File: src/rtl/fifo_flex.sv
// Single-clock FIFO with arbitrary depth, registered or FWFT read, threshold flags and sticky error flags.
// Define FIFO_FLEX_STATS_EN to add the peak_level and push_cnt statistics outputs.
module fifo_flex #(
    parameter int DATA_WIDTH = 8,
    parameter int DEPTH      = 16,
    parameter int FWFT       = 0,
    parameter int AF_THRESH  = DEPTH - 2,
    parameter int AE_THRESH  = 2,
    localparam int LW        = $clog2(DEPTH + 1)
) (
    input  logic                  clk,
    input  logic                  rst,
    input  logic                  flush,
    input  logic                  wr_en,
    input  logic [DATA_WIDTH-1:0] wdata,
    input  logic                  rd_en,
    output logic [DATA_WIDTH-1:0] rdata,
    output logic                  full,
    output logic                  empty,
    output logic                  almost_full,
    output logic                  almost_empty,
    output logic [LW-1:0]         level,
    output logic                  overflow,
    output logic                  underflow,
`ifdef FIFO_FLEX_STATS_EN
    output logic [LW-1:0]         peak_level,
    output logic [31:0]           push_cnt,
`endif
    input  logic                  clr_err
);

    localparam int AW = $clog2(DEPTH);

    logic [DATA_WIDTH-1:0] mem_q [DEPTH];

    logic [AW-1:0] w_ptr_q, w_ptr_d;
    logic [AW-1:0] r_ptr_q, r_ptr_d;
    logic [LW-1:0] level_q, level_d;
    logic          overflow_q, overflow_d;
    logic          underflow_q, underflow_d;
    logic          push, pop;

    function automatic logic [AW-1:0] ptr_inc(input logic [AW-1:0] p);
        return (p == AW'(DEPTH - 1)) ? '0 : p + AW'(1);
    endfunction

    assign full         = (level_q == LW'(DEPTH));
    assign empty        = (level_q == '0);
    assign almost_full  = (level_q >= LW'(AF_THRESH));
    assign almost_empty = (level_q <= LW'(AE_THRESH));
    assign level        = level_q;
    assign overflow     = overflow_q;
    assign underflow    = underflow_q;

    // Flush masks both requests, so it also suppresses error events.
    assign push = wr_en && !full  && !flush;
    assign pop  = rd_en && !empty && !flush;

    always_comb begin
        w_ptr_d     = w_ptr_q;
        r_ptr_d     = r_ptr_q;
        level_d     = level_q;
        overflow_d  = (overflow_q  && !clr_err) || (wr_en && full  && !flush);
        underflow_d = (underflow_q && !clr_err) || (rd_en && empty && !flush);
        if (flush) begin
            w_ptr_d = '0;
            r_ptr_d = '0;
            level_d = '0;
        end else begin
            if (push) w_ptr_d = ptr_inc(w_ptr_q);
            if (pop)  r_ptr_d = ptr_inc(r_ptr_q);
            case ({push, pop})
                2'b10:   level_d = level_q + LW'(1);
                2'b01:   level_d = level_q - LW'(1);
                default: level_d = level_q;
            endcase
        end
    end

    always_ff @(posedge clk or posedge rst) begin
        if (rst) begin
            w_ptr_q     <= '0;
            r_ptr_q     <= '0;
            level_q     <= '0;
            overflow_q  <= 1'b0;
            underflow_q <= 1'b0;
        end else begin
            w_ptr_q     <= w_ptr_d;
            r_ptr_q     <= r_ptr_d;
            level_q     <= level_d;
            overflow_q  <= overflow_d;
            underflow_q <= underflow_d;
        end
    end

    always_ff @(posedge clk) begin
        if (push) mem_q[w_ptr_q] <= wdata;
    end

    generate
        if (FWFT != 0) begin : g_fwft
            assign rdata = empty ? '0 : mem_q[r_ptr_q];
        end else begin : g_reg
            logic [DATA_WIDTH-1:0] rdata_q, rdata_d;

            always_comb begin
                rdata_d = rdata_q;
                if (pop) rdata_d = mem_q[r_ptr_q];
            end

            always_ff @(posedge clk or posedge rst) begin
                if (rst) rdata_q <= '0;
                else     rdata_q <= rdata_d;
            end

            assign rdata = rdata_q;
        end
    endgenerate

`ifdef FIFO_FLEX_STATS_EN
    logic [LW-1:0] peak_q, peak_d;
    logic [31:0]   push_cnt_q, push_cnt_d;

    // Peak tracks the post-edge level; flush leaves it untouched.
    always_comb begin
        peak_d     = (level_d > peak_q) ? level_d : peak_q;
        push_cnt_d = push_cnt_q;
        if (clr_err) peak_d = '0;
        if (push)    push_cnt_d = push_cnt_q + 32'd1;
    end

    always_ff @(posedge clk or posedge rst) begin
        if (rst) begin
            peak_q     <= '0;
            push_cnt_q <= '0;
        end else begin
            peak_q     <= peak_d;
            push_cnt_q <= push_cnt_d;
        end
    end

    assign peak_level = peak_q;
    assign push_cnt   = push_cnt_q;
`endif

endmodule

File: config.mk
export PLATFORM = sky130hd
export DESIGN_NAME = fifo_flex
export DESIGN_NICKNAME = d
export VERILOG_FILES = /design/src/rtl/fifo_flex.sv
export SDC_FILE = /design/constraint.sdc
export NUM_CORES = 1
export LEC_CHECK = 0
export ABC_AREA = 1
export CAP_MARGIN = 0
export CORE_MARGIN = 4
export CORE_UTILIZATION = 55
export CTS_CLUSTER_SIZE = 40
export DETAILED_ROUTE_END_ITERATION = 12
export PLACE_DENSITY_LB_ADDON = 0.2
export RECOVER_POWER = 25
export SLEW_MARGIN = 20
export SYNTH_ARGS = -nofsm -noshare
export SYNTH_HDL_FRONTEND = slang
export SYNTH_SLANG_ARGS = --single-unit
File: constraint.sdc
create_clock -name clk -period 1.85 [get_ports clk]
set_input_delay 0.37 -clock clk [delete_from_list [all_inputs] [get_ports clk]]
set_output_delay 0.37 -clock clk [all_outputs]
set_load 0.01 [all_outputs]
==> impl_results.md, run 1 <==
* Status: complete, but fails checks
* Failing checks: setup timing
* Worst R2R End: level[4]$_DFFE_PP0P_
* Area growth, synth to finish at 22.25%
* Slowest CP cell: dfrtp_1
* Cell family with the largest share of critical-path delay: buffers and inverters
* CTS root buf: clkbuf_16
* Final setup fails at 2
* Final Max Tran Viols at 0
* Die ar. at 13,260 µm²
* Filler cells at 795
* Post-DP Area at 7051 µm²
* Synth area leader: edfxtp_1
* CP Class: reg2out
* Netlist cell types at 28
* Met3 usage at 9.105%
* Critical Path Sink Type: output port
* Synth Cell Area at 6316 µm²
* Cell depth of the worst min-delay path at 2
* Synthesized flop and latch total at 151
* Cells on worst reg2reg path at 15
* Final instance count without filler cells at 750
* Pwr Density at 1359 nW/µm²
* CTS tree: yes
* Main area contributors after synthesis: edfxtp_1 61%, dfrtp_1 9.1%, o21ai_0 5.8%
* Grt met2 use at 38.89%
* Most Used Layer, Global Route: met2
* H-tree depth at 4
* Syn_area_per_cell at 12.24 µm²
* Net Sw Frac at 31.00%
* Pint at 0.007242 W
* # clock sinks at 151
* Total I/O pin count at 33
* Final net count at 619
* # DRC at 0
* Clk network pwr share at 34.1%
* Remaining antenna violation count at 0
* Post-Synthesis Cells at 516
* Crit-path max FO at 3
* Total Routed Length at 15.57 mm
* Final instance area at 7721 µm²
* Crit path cell chain: buf_6 > nor2_4 > nand3_2 > buf_6 > inv_2 > buf_2
* Wire length per cell at 20.76 µm
* Clk Latency, worst-skew pair at 0.43 ns
* Die H at 115.2 µm
* Slew margin rel. at 12.85%
* Initial detailed-routing violation count at 495
* Vias in the first global route at 4,384
* Flop-to-flop setup slack at -0.02 ns
* Unrepaired setup endpoints after global routing: true
* Sequential fraction of the synthesis area at 69.97%
* VDD IR max at 0.001361 V
* CP dominant cell by count: buf_6
* Skew final at 0.01113 ns
* Clk slew on worst S/H paths at 0.06 ns
* Layout cells sized above 1 at 17.87%
* Pre-antenna DRT Iters at 8
* CTS Buf Count at 17
* Crit start category: flip-flop
* Total Routing Usage GR at 25.01%
* Hold path endpoint: overflow$_DFF_PP0_
* Crit share post-route at 101.5%
* Pleak at 2.856 nW
* R2r startpoint: level[2]$_DFFE_PP0P_
* Vias per inst at 5.969
* DP HPWL at 10.02 mm
* Post-layout minimum cycle time at 1.877 ns
* Combinational cell fraction of total power at 27.5%
* Hold Violations, Final at 0
* Min-delay worst type: in2reg
* Antenna diode count at 0
* Switching pwr at 0.003254 W
* Flop pwr share at 38.4%
* Tot Pwr at 0.01050 W
* Initial Util at 57.26%
* Largest net degree at the start of global routing at 54
* Critical Path AT at 1.51 ns
* Fmax at 532.7 MHz
* Max Cap Violations at 0
* Synth warn at 0
* Cells after DPL at 713
* FP Rows at 38
* Fin util at 70.00%
* Placer Congestion at 0.9186
* WHS at 0.5491 ns
* PortBufs at 32
* Die width at 115.2 µm
* Critical Path RT at 1.48 ns
* Top cell type's share of synthesized area at 60.86%
* Clock buffer depth at 2
* PnR worst setup slack at -0.02719 ns
* Overflow after GRT at 0
* Met1 Use GR at 32.04%
* Worst Max-Slew Pin Slew at 1.307 ns
* Core Area at 11,030 µm²
* Crit path largest cell delay at 0.40 ns
* First-pass GRT wire length at 24.07 mm
* Hold wc startpoint: clr_err
* Initial antenna violation count at 0
* Syn Nets at 537
* Buf+Inv Stages, Crit Path at 4
* Hold buffer count at CTS at 0
* Total number of vias at 4,477
==> worst max-delay path by stage <==
stage / startpoint / end / slack [ns] / cells past startpoint
floorplan: level[1]$_DFFE_PP0P_ / level[4]$_DFFE_PP0P_ / 0.06 / 14
global placement: wr_en / level[4]$_DFFE_PP0P_ / -0.34 / 14
detailed placement: wr_en / level[4]$_DFFE_PP0P_ / -0.41 / 14
CTS: level[1]$_DFFE_PP0P_ / empty / -0.03 / 5
global route: level[2]$_DFFE_PP0P_ / level[4]$_DFFE_PP0P_ / -0.15 / 15
finish: level[2]$_DFFE_PP0P_ / full / -0.03 / 6
==> cells in the mapped netlist <==
cell type and number:
a21oi_1 1, a31oi_1 9, and3_1 1, buf_2 6, buf_6 9, clkbuf_1 11
clkbuf_2 1, clkinv_1 1, dfrtp_1 23, edfxtp_1 128, ha_1 7, inv_1 24
inv_2 4, inv_4 1, nand2_1 39, nand2_2 5, nand2_4 2, nand3_1 14
nand3_2 3, nand4_1 1, nor2_1 97, nor2_2 1, o211ai_1 12, o21ai_0 73
o21ai_1 10, o221ai_1 20, o22ai_1 9, xor2_1 4
==> per-layer routing <==
layer  vias to the layer above  wire length (µm)
met5                         -                 0
li1                       2031                 -
met2                       243              7395
met1                      2144              6081
met4                         0               603
met3                        59              1489
==> through the flow <==
stage	TNS [ns]	worst slack, ns
final	-0.05137	-0.02719
after floorplan	0	0.06202
after global routing	-0.5896	-0.1535
after CTS	-0.03033	-0.03033
after global placement	-34.54	-0.3395
after detailed placement	-42.35	-0.4062
==> layout make-up <==
type / count / area (µm²) / share of cell area [%]
Sequential cell: 151 / 4420 / 57.25
Multi-Input combinational cell: 308 / 1642 / 21.26
Timing Repair Buffer: 90 / 755.7 / 9.788
Clock buffer: 17 / 425.4 / 5.510
Clock inverter: 14 / 181.4 / 2.350
Tap cell: 140 / 175.2 / 2.269
Inverter: 30 / 121.4 / 1.572
==> cell usage in the layout, fill, tap and decap left out, types with 5 or more instances in the layout <==
cell	instances
clkdlybuf4s50_1	20
clkbuf_16	17
o21ai_1	10
a31oi_1	9
ha_1	6
o221ai_1	20
nand2_2	7
edfxtp_1	128
inv_1	23
nor2_1	95
nand2_1	37
dfrtp_1	22
o21ai_0	73
buf_4	49
o211ai_1	12
nand3_1	13
o22ai_1	9
clkbuf_1	5
==> worst reg2reg max path: stages, from the launching register on <==
cell and delay [ns]:
dfrtp_1 0.40, buf_6 0.13, nor2_4 0.13, nand3_2 0.10
nand2_2 0.10, inv_4 0.05, nand2_4 0.08, inv_4 0.05
ha_4 0.27, nand4_1 0.08, nand2_1 0.09, inv_2 0.04
nand2_1 0.06, nand2_1 0.06, nand3_1 0.07, nand2_1 0.06
==> kinds of logic (layout without fill, tap and decap cells) <==
family | Yosys count | in the layout | share of synthesized area [%]
xor gates and xnor gates | 4 | 4 | 0.5546
DFF | 151 | 151 | 69.97
and+or+nand+nor | 163 | 163 | 10.82
buffers and inverters | 57 | 151 | 4.635
AOI/OAI and AO/OA | 134 | 134 | 12.64
adders and majority gates | 7 | 7 | 1.387
==> registers in the layout (all words and copies together), names as in the netlist <==
name       cells
level          5
overflow       1
mem_q        128
rdata          8
r_ptr_q        4
underflow      1
w_ptr_q        4
==> power by group through the flow <==
stage / Clock, W / Sequential, W / Combinational, W
final: 0.00358 / 0.00403 / 0.00289
after global routing: 0.00374 / 0.00405 / 0.00316
after CTS: 0.00359 / 0.00403 / 0.00281
after detailed placement: 0 / 0.00410 / 0.00276
after global placement: 0 / 0.00408 / 0.00270
after floorplan: 0 / 0.00416 / 0.00157
==> timing repair <==
item / 4_1_cts / 5_1_grt
resized for setup: 19 / 13
pin swaps: 3 / 9
gates cloned: 0 / 0
setup buffers: 3 / 3
endpoints found under the setup margin: 6 / 41
Power figures use the tool's default switching activity.
==> run 2: changes to the inputs <==
- CORE_UTILIZATION: 55 -> 54
- SETUP_SLACK_MARGIN: unset -> 0.3
- clock period: 1.85 -> 1.52 ns (I/O delays scaled with it)
==> impl_results.md, run 2 (synthesis results as in run 1) <==
* Hold path endpoint: overflow$_DFF_PP0_
* Pleak at 3.228 nW (+13%)
* Switching pwr at 0.005009 W (+54%)
* Most common cell after layout, fill and taps aside: edfxtp_1
* # clock sinks at 151 (unchanged)
* R2r startpoint: level[2]$_DFFE_PP0P_
* Worst Max-Slew Pin Slew at 0.8700 ns (-0.4373 ns)
* Flop-to-flop setup slack at -0.33 ns (-0.31 ns)
* Met1 Use GR at 33.02% (+0.98 points)
* Hold wc startpoint: clr_err
* Worst R2R End: level[4]$_DFFE_PP0P_
* Total I/O pin count at 33 (unchanged)
* Most Used Layer, Global Route: met2
* Combinational cell fraction of total power at 38.9% (+11 points)
* # DRC at 0 (unchanged)
* Final net count at 664 (+7.3%)
* Area growth, synth to finish at 40.25%
* Met3 usage at 7.824% (-1.3 points)
* Max reg flops at 128 (unchanged)
* Final instance area at 8859 µm² (+15%)
* Unrepaired setup endpoints after global routing: true
* Crit path largest cell delay at 0.43 ns (+0.03 ns)
* CTS tree: yes
* PortBufs at 32 (unchanged)
* Die width at 116.2 µm (+0.86%)
* Clock buffer depth at 2 (unchanged)
* Total Routing Usage GR at 25.13% (+0.12 points)
* Skew final at 0.01116 ns (+0.00003210 ns)
* DP HPWL at 10.09 mm (+0.65%)
* Max Cap Violations at 0 (unchanged)
* Pwr Density at 1683 nW/µm² (+24%)
* Antenna diode count at 0 (unchanged)
* Die H at 116.2 µm (+0.86%)
* Cells on worst reg2reg path at 15 (unchanged)
* Fmax at 539.1 MHz
* FP Rows at 39 (+2.6%)
* Crit start category: flip-flop
* Die ar. at 13,490 µm² (+1.7%)
* Hold Violations, Final at 0 (unchanged)
* VDD IR max at 0.001525 V (+12%)
* Pre-CTS setup slack at -0.5971 ns (-0.1908 ns)
* Crit path cell chain: nor2_4 > nand3_2 > inv_1 > dlygate4sd2_1
* PnR worst setup slack at -0.3348 ns (-0.3076 ns)
* Initial Util at 55.31% (-1.9 points)
* Total number of vias at 4,965 (+11%)
* Hold buffer count at CTS at 0 (unchanged)
* Overflow after GRT at 0 (unchanged)
* Crit share post-route at 122.0%
* Grt met2 use at 41.16% (+2.3 points)
* First-pass GRT wire length at 24.41 mm (+1.4%)
* Slowest CP cell: dfrtp_2
* Most flops, register: mem_q
* Status: complete, but fails checks
* Setup crit start: level[2]$_DFFE_PP0P_
* Net Sw Frac at 33.60% (+2.6 points)
* Failing checks: setup timing
* Initial antenna violation count at 0 (unchanged)
* H-tree depth at 4 (unchanged)
* Placer Congestion at 0.8711 (-5.2%)
* Filler cells at 630 (-21%)
* Min-delay worst type: in2reg
* Initial detailed-routing violation count at 658 (+33%)
* Vias in the first global route at 4,361 (-0.52%)
* Remaining antenna violation count at 0 (unchanged)
* CTS Buf Count at 17 (unchanged)
* Cell depth of the worst min-delay path at 2 (unchanged)
* Slew margin rel. at 42.00% (+29 points)
* Core Area at 11,420 µm² (+3.5%)
* Total Routed Length at 19.03 mm (+22%)
* Critical Path RT at 1.22 ns (-0.26 ns)
* Clk network pwr share at 27.7% (-6.4 points)
* Post-DP Area at 7266 µm² (+3.1%)
* Final Max Tran Viols at 0 (unchanged)
* Pint at 0.009898 W (+37%)
* Post-layout minimum cycle time at 1.855 ns
* Vias per inst at 6.214 (+4.1%)
* CTS root buf: clkbuf_16
* Setup TNS at -34.41 ns (-34.36 ns)
* Flop pwr share at 33.4% (-5.0 points)
* Wire length per cell at 23.82 µm (+15%)
* Largest net degree at the start of global routing at 43 (-20%)
* CP Class: reg2out
* Crit-path max FO at 3 (unchanged)
* Cell family with the largest share of critical-path delay: flip-flops
* Most frequent cells in the layout: 128 x edfxtp_1, 67 x nor2_1, 52 x buf_4
* Critical Path Sink Type: output port
* Critical Path AT at 1.55 ns (+0.04 ns)
* Clk Latency, worst-skew pair at 0.43 ns (about the same)
* Final setup fails at 149 (+147)
* Clk slew on worst S/H paths at 0.06 ns (about the same)
* Layout cells sized above 1 at 40.09% (+22 points)
* Pre-antenna DRT Iters at 5 (-3)
* Buf+Inv Stages, Crit Path at 2 (-2)
[run 2: changes by cell type in the layout (fill, tap and decap cells not counted), moves of 14 or more]
cell      delta
nor2_1      -28
o221ai_2    +14
o21ai_2     +18
o221ai_1    -14
buf_6       +30
o21ai_1     +17
o21ai_0     -38
nor2_2      +15
[run 2: cell type report]
type	instances	area, µm²	area share, %
multi-input cells	308	2148	24.25
repair buffers	135	1398	15.78
clock inverters	13	136.4	1.540
clock buffers	19	432.9	4.887
well taps	143	178.9	2.020
flip-flops and latches	151	4428	49.99
inverters	30	136.4	1.540
[run 2: repair_timing]
item,CTS,global route
hold endpoints to repair,0,0
pin swaps,9,50
endpoints found under the setup margin,168,169
resized for setup,81,195
gates cloned,0,11
setup buffers,3,23
[run 2: power by group through the flow]
stage / clock network [W] / registers, W / logic [W]
finish: 0.00413 / 0.00498 / 0.00580
global route: 0.00433 / 0.00500 / 0.00609
CTS: 0.00412 / 0.00495 / 0.00366
detailed placement: 0 / 0.00502 / 0.00371
global placement: 0 / 0.00501 / 0.00360
floorplan: 0 / 0.00508 / 0.00198
[run 2: worst max-delay path by stage]
stage / to / slack [ns] / cells after the start
final: full / -0.33 / 4
after global routing: level[4]$_DFFE_PP0P_ / -0.42 / 15
after CTS: level[4]$_DFFE_PP0P_ / -0.31 / 15
after detailed placement: mem_q[10][6]$_DFFE_PP_ / -0.60 / 7
after global placement: mem_q[10][7]$_DFFE_PP_ / -0.54 / 7
after floorplan: level[4]$_DFFE_PP0P_ / -0.16 / 14
[run 2: worst register-to-register path: cells and delay by family, from the launching register on]
family        cells  cell delay [ns]
flops             1             0.43
fa+ha+maj         1             0.14
simple gates     12             1.06
buf+inv           2             0.11
[run 2: through the flow]
step / hold WS [ns] / utilization (%) / cells / power (W)
floorplan: 0.3056 / - / 516 / 0.007065
global placement: 0.5146 / 63.63 / 730 / 0.008603
detailed placement: 0.5436 / 63.63 / 730 / 0.008728
CTS: 0.2413 / 68.54 / 765 / 0.01272
global route: 0.5271 / 77.58 / 799 / 0.01542
finish: 0.4827 / 77.58 / 799 / 0.01491
[run 2: layer usage]
metal / routed length [µm] / part of all wire [%]
met1: 7118 / 37
met2: 9432 / 50
met4: 595 / 3.1
met5: 0 / 0
met3: 1882 / 9.9
